$ cat config.mk
export PLATFORM = sky130hd
export DESIGN_NAME = uart_tx_arb
export DESIGN_NICKNAME = d
export VERILOG_FILES = /design/src/rtl/uart_tx_arb.sv
export SDC_FILE = /design/constraint.sdc
export NUM_CORES = 1
export LEC_CHECK = 0
export BUFFER_PORTS_ARGS = -buffer_cell sky130_fd_sc_hd__clkbuf_2
export CAP_MARGIN = 20
export CORE_UTILIZATION = 45
export CTS_BUF_LIST = sky130_fd_sc_hd__clkbuf_8
export CTS_CLUSTER_DIAMETER = 50
export DETAILED_ROUTE_END_ITERATION = 10
export PLACE_DENSITY = 0.8
export SYNTH_ARGS = -nofsm -noshare
export SYNTH_HDL_FRONTEND = slang
export SYNTH_SLANG_ARGS = --single-unit
$ cat constraint.sdc
create_clock -name clk -period 3.72 [get_ports clk]
set_clock_uncertainty 0.1 [all_clocks]
set_input_delay 0.372 -clock clk [delete_from_list [all_inputs] [get_ports clk]]
set_output_delay 0.372 -clock clk [all_outputs]
set_load 0.02 [all_outputs]
$ cat src/rtl/uart_tx_arb.sv
// Two-port round-robin arbiter that frames 32-bit words as 5-byte packets
// (header + LSB-first word) and paces them into a byte-wide UART transmitter.
module uart_tx_arb #(
    parameter logic [7:0]  HDR0    = 8'hA0,
    parameter logic [7:0]  HDR1    = 8'hA1,
    parameter int unsigned BUSY_TO = 16
) (
    input  logic        clk,
    input  logic        rst,
    input  logic        req0,
    input  logic [31:0] data0,
    output logic        ack0,
    input  logic        req1,
    input  logic [31:0] data1,
    output logic        ack1,
    input  logic        tx_busy,
    output logic [7:0]  tx_data,
    output logic        new_tx_data,
    output logic        busy,
    output logic        grant_id
);

    localparam int TW = $clog2(BUSY_TO) + 1;
    localparam logic [TW-1:0] TO_MAX = TW'(BUSY_TO - 1);

    typedef enum logic [2:0] {
        IDLE    = 3'd0,
        LOAD    = 3'd1,
        SEND    = 3'd2,
        WAIT_HI = 3'd3,
        WAIT_LO = 3'd4
    } state_t;

    state_t         state_q;
    logic           grant_q;
    logic           grant_d;
    logic           ack0_q;
    logic           ack1_q;
    logic           new_tx_q;
    logic [7:0]     tx_data_q;
    logic [31:0]    word_q;
    logic [2:0]     byte_cnt_q;
    logic [TW-1:0]  to_cnt_q;
    logic [7:0]     word_byte_d;

    // Round-robin on a tie: the port not granted last wins.
    always_comb begin
        grant_d = grant_q;
        if (req0 && req1) begin
            grant_d = ~grant_q;
        end else if (req1) begin
            grant_d = 1'b1;
        end else if (req0) begin
            grant_d = 1'b0;
        end
    end

    // Payload byte sent after the current one: byte_cnt n selects word byte n.
    always_comb begin
        word_byte_d = 8'h00;
        case (byte_cnt_q)
            3'd0:    word_byte_d = word_q[7:0];
            3'd1:    word_byte_d = word_q[15:8];
            3'd2:    word_byte_d = word_q[23:16];
            3'd3:    word_byte_d = word_q[31:24];
            default: word_byte_d = 8'h00;
        endcase
    end

    always_ff @(posedge clk or negedge rst) begin
        if (!rst) begin
            state_q    <= IDLE;
            grant_q    <= 1'b1;
            ack0_q     <= 1'b0;
            ack1_q     <= 1'b0;
            new_tx_q   <= 1'b0;
            tx_data_q  <= 8'h00;
            word_q     <= 32'h0;
            byte_cnt_q <= 3'd0;
            to_cnt_q   <= '0;
        end else begin
            ack0_q   <= 1'b0;
            ack1_q   <= 1'b0;
            new_tx_q <= 1'b0;
            case (state_q)
                IDLE: begin
                    if (req0 || req1) begin
                        grant_q <= grant_d;
                        ack0_q  <= ~grant_d;
                        ack1_q  <= grant_d;
                        state_q <= LOAD;
                    end
                end
                LOAD: begin
                    word_q     <= grant_q ? data1 : data0;
                    byte_cnt_q <= 3'd0;
                    tx_data_q  <= grant_q ? HDR1 : HDR0;
                    new_tx_q   <= 1'b1;
                    state_q    <= SEND;
                end
                SEND: begin
                    to_cnt_q <= '0;
                    state_q  <= WAIT_HI;
                end
                WAIT_HI: begin
                    // Give up on tx_busy ever rising after BUSY_TO cycles.
                    if (tx_busy || (to_cnt_q == TO_MAX)) begin
                        state_q <= WAIT_LO;
                    end else begin
                        to_cnt_q <= to_cnt_q + 1'b1;
                    end
                end
                WAIT_LO: begin
                    if (!tx_busy) begin
                        if (byte_cnt_q == 3'd4) begin
                            state_q <= IDLE;
                        end else begin
                            byte_cnt_q <= byte_cnt_q + 3'd1;
                            tx_data_q  <= word_byte_d;
                            new_tx_q   <= 1'b1;
                            state_q    <= SEND;
                        end
                    end
                end
                default: state_q <= IDLE;
            endcase
        end
    end

    assign ack0        = ack0_q;
    assign ack1        = ack1_q;
    assign new_tx_data = new_tx_q;
    assign tx_data     = tx_data_q;
    assign grant_id    = grant_q;
    assign busy        = (state_q != IDLE);

endmodule

==> results by group <==
Outcome
  • Status: completed

Critical path
  • Critical path origin: grant_id
  • Data arrival at the endpoint of the critical path: roughly 1800 ps
  • Critical path buffer and inverter count: 1
  • Ordered list of cells on the worst path: clkbuf_2
  • Maximum fanout along the worst path: 37
  • Max stage delay on crit path: about 1200 ps
  • Family with the most delay on the worst path: flip-flops
  • Worst r2r src: state_q[0]
  • Setup crit start kind: register
  • Setup slack on the worst flop-to-flop path: ~1500 ps
  • Data required, critical path: between 3000 and 4000 ps
  • Critical Path End: grant_id
  • Slowest cell on crit path: sky130_fd_sc_hd__dfstp_2
  • Cell count of the worst reg-to-reg path: 5
  • R2r endpoint: tx_data[2]
  • Critical path type: register to primary output
  • Kind of end point of the critical path: primary output
  • Total stage count of the critical path: 1

Clock network
  • Number of gates resized after cts: 0
  • Cell at the root of the clock tree: sky130_fd_sc_hd__clkbuf_8
  • CTS clk-pin slew, worst paths: ~100 ps
  • CTS tree: yes
  • Number of clock buffers inserted by TritonCTS: 5
  • Hold bufs inserted after CTS: 1
  • Buffers inserted during post-CTS setup optimization: 0
  • Total number of H-tree levels: 2
  • Clock network latency to the later pin of the worst-skew pair: ~310 ps
  • Longest Clk Path Bufs: 2
  • Number of sinks driven by the clock tree: 55

Place
  • Post-Place Cell Area: between 3000 and 4000 um^2
  • Port Buf Inserts: just over 80
  • Weighted congestion reported at the end of routability-driven placement: between 0.8 and 0.9
  • Detailed placer's ending HPWL: 4390 um
  • Total placed cells including tap cells: 414

Drt
  • Drt pass-1 iters: 4
  • Per-cell via count in the routed design: between 5 and 6
  • Total via count in the routed design: 2206
  • Drt total wl: roughly 6000 um
  • Number of DRC markers after the initial detailed-route iteration: approximately 260
  • DRC: 0
  • WL/cell: 14.25 um
  • ANT nets after route: 0

Cells and area
  • Footprint of the multi-input gates: approximately 1200 um^2
  • Share of final-layout standard cells stronger than drive strength 1: 0.2767
  • Flip-flop and latch area: 1378 um^2
  • # fillers: between 500 and 600
  • Non-filler cells in the finished layout: around 420
  • Post-route design area: roughly 3300 um^2
  • Commonest non-fill, non-tap cell in the layout: sky130_fd_sc_hd__clkbuf_2
  • Leading cell types in the layout, fill and taps excluded: sky130_fd_sc_hd__clkbuf_2 (81), sky130_fd_sc_hd__dfrtp_1 (54), sky130_fd_sc_hd__nor2_1 (43), sky130_fd_sc_hd__a21oi_1 (39), sky130_fd_sc_hd__mux2i_1 (32)
  • Final net count: between 400 and 500
  • Count of antenna diodes in the layout: 0
  • Synthesis-to-finish area growth: 18.54%

GRT
  • All-Layer GR Usage: 0.2080
  • Final global-route overflow total: 0
  • Antenna violations before repair: 0
  • Largest net degree at the start of global routing: 68
  • Vias in the first global route: between 2000 and 2500
  • Global-route wire length before repair: between 9000 and 10000 um

Power
  • Sequential group share of total power: 0.458
  • Total chip power: 0.002404 W
  • Areal power density over the cells: roughly 740 nW/um^2
  • Internal power of the cells: approximately 0.0014 W
  • Clk pwr share: 0.137
  • Part of the power in combinational logic: 0.405
  • Worst vdd rail ir drop: 0.3219 mV
  • Power spent charging and discharging nets: 0.0009959 W
  • Static Leakage: 1.568 nW
  • Proportion of total power due to net switching: 0.4143

Synthesis
  • Asr flop ratio synth: 1.000
  • Combined area of all synthesized cells: 2754 um^2
  • Count of flip-flops with a built-in enable after synthesis: 0
  • Post-synthesis sequential element count: between 50 and 60
  • Most used DFF post-synth: sky130_fd_sc_hd__dfrtp_1
  • Mapped Nets: roughly 350
  • Syn avg cell area: between 10 and 15 um^2
  • Count of distinct cell types in the synthesized netlist: 30
  • Synth Warn #: 0
  • Seq/Total Area, Yosys: 0.5002
  • Mapped Cells: between 200 and 300

Timing
  • Transition time at the pin with the least slew margin: slightly below 1000 ps
  • Final Max Tran Viols: 0
  • Unrepaired setup endpoints after global routing: false
  • Final critical delay including setup and external delays: approximately 2300 ps
  • Final setup TNS: 0 ps
  • Top achievable clock speed: roughly 0.44 GHz
  • Remaining max-slew budget at the tightest pin: 0.3494
  • Hold slack final: around 150 ps
  • Post-route clock period utilization: 0.6147
  • Final-report setup violation count: 0
  • Number of hold violations in the final report: 0

Floorplan
  • I/O pin count: a little over 80
  • Std-Cell Rows: 28
  • Die area: around 6400 um^2
  • Initial standard-cell utilization of the core: 0.4651
  • Die Y-Extent: between 80 and 90 um
  • Area of the core region: about 5900 um^2
  • Die Width: 80.23 um

Job
  • Number of maximum-capacitance violations: 0

Min path
  • Hold crit path type: input pin to register
-- layout make-up --
cell class / instances / share of cell area
sequential: 55 / 0.4220
multi-input combinational: 191 / 0.3791
timing repair buffer: 84 / 0.1319
tap: 75 / 0.02875
clock buffer: 6 / 0.02530
inverter: 10 / 0.01150
clock inverter: 1 / 0.001533
-- flip-flops by register name (all words and copies together), names as in the netlist --
name and cells:
new_tx_data 1, ack0 1, tx_data 8, state_q 3
ack1 1, word_q 32, grant_id 1, to_cnt_q 5
byte_cnt_q 3
-- power groups by stage --
stage	logic (W)	registers, W	clock network (W)
3_5_place_dp	0.000969	0.00111	0
3_3_place_gp	0.000929	0.00109	0
6_report	0.000974	0.00110	0.000330
2_1_floorplan	0.000818	0.000994	0
5_1_grt	0.00110	0.00114	0.000364
4_1_cts	0.000979	0.00110	0.000337
-- worst min path at each step --
stage | from | end | cells after the start
2_1_floorplan | rst | ack0 | 0
3_3_place_gp | rst | to_cnt_q[2] | 1
3_5_place_dp | rst | to_cnt_q[1] | 1
4_1_cts | req0 | ack1 | 2
5_1_grt | req0 | ack1 | 2
6_report | req0 | ack1 | 2
-- Yosys cell counts (7+ instances only) --
master	instances	area [um^2]
sky130_fd_sc_hd__nand3_1	7	35.03
sky130_fd_sc_hd__nor2_1	43	161.4
sky130_fd_sc_hd__inv_1	10	37.54
sky130_fd_sc_hd__a21oi_1	39	195.2
sky130_fd_sc_hd__dfrtp_1	54	1351
sky130_fd_sc_hd__buf_2	9	45.04
sky130_fd_sc_hd__a222oi_1	8	80.08
sky130_fd_sc_hd__nand2_1	13	48.80
sky130_fd_sc_hd__o21ai_0	18	90.09
sky130_fd_sc_hd__mux2i_1	32	320.3
sky130_fd_sc_hd__ha_1	7	87.58
-- through the flow --
| stage | utilization | setup WS, ps |
|---|---|---|
| 2_1_floorplan | - | 1849 |
| 3_3_place_gp | 0.5349 | 1717 |
| 3_5_place_dp | 0.5349 | 1628 |
| 4_1_cts | 0.5514 | 1408 |
| 5_1_grt | 0.5514 | 1332 |
| 6_report | 0.5514 | 1433 |
-- layer usage --
metal | part of all wire | routed length [um] | vias up | global-route usage
li1 | - | - | 1111 | -
met1 | 0.42 | 2531 | 1023 | 0.2767
met2 | 0.52 | 3099 | 65 | 0.3402
met3 | 0.050 | 303 | 7 | 0.04091
met4 | 0.013 | 79 | 0 | 0.06786
met5 | 0 | 0 | - | 0
-- logic make-up after synthesis --
| group | after synthesis | share of synthesized area |
|---|---|---|
| AO/OA/AOI/OAI | 74 | 0.1631 |
| XOR/XNOR | 2 | 0.006362 |
| adder cells (fa/ha/maj) | 7 | 0.03180 |
| buffers and inverters | 29 | 0.05043 |
| flip-flops | 55 | 0.5002 |
| multiplexers | 32 | 0.1163 |
| AND/OR/NAND/NOR | 76 | 0.1318 |
(Power assumes the default switching activity.)
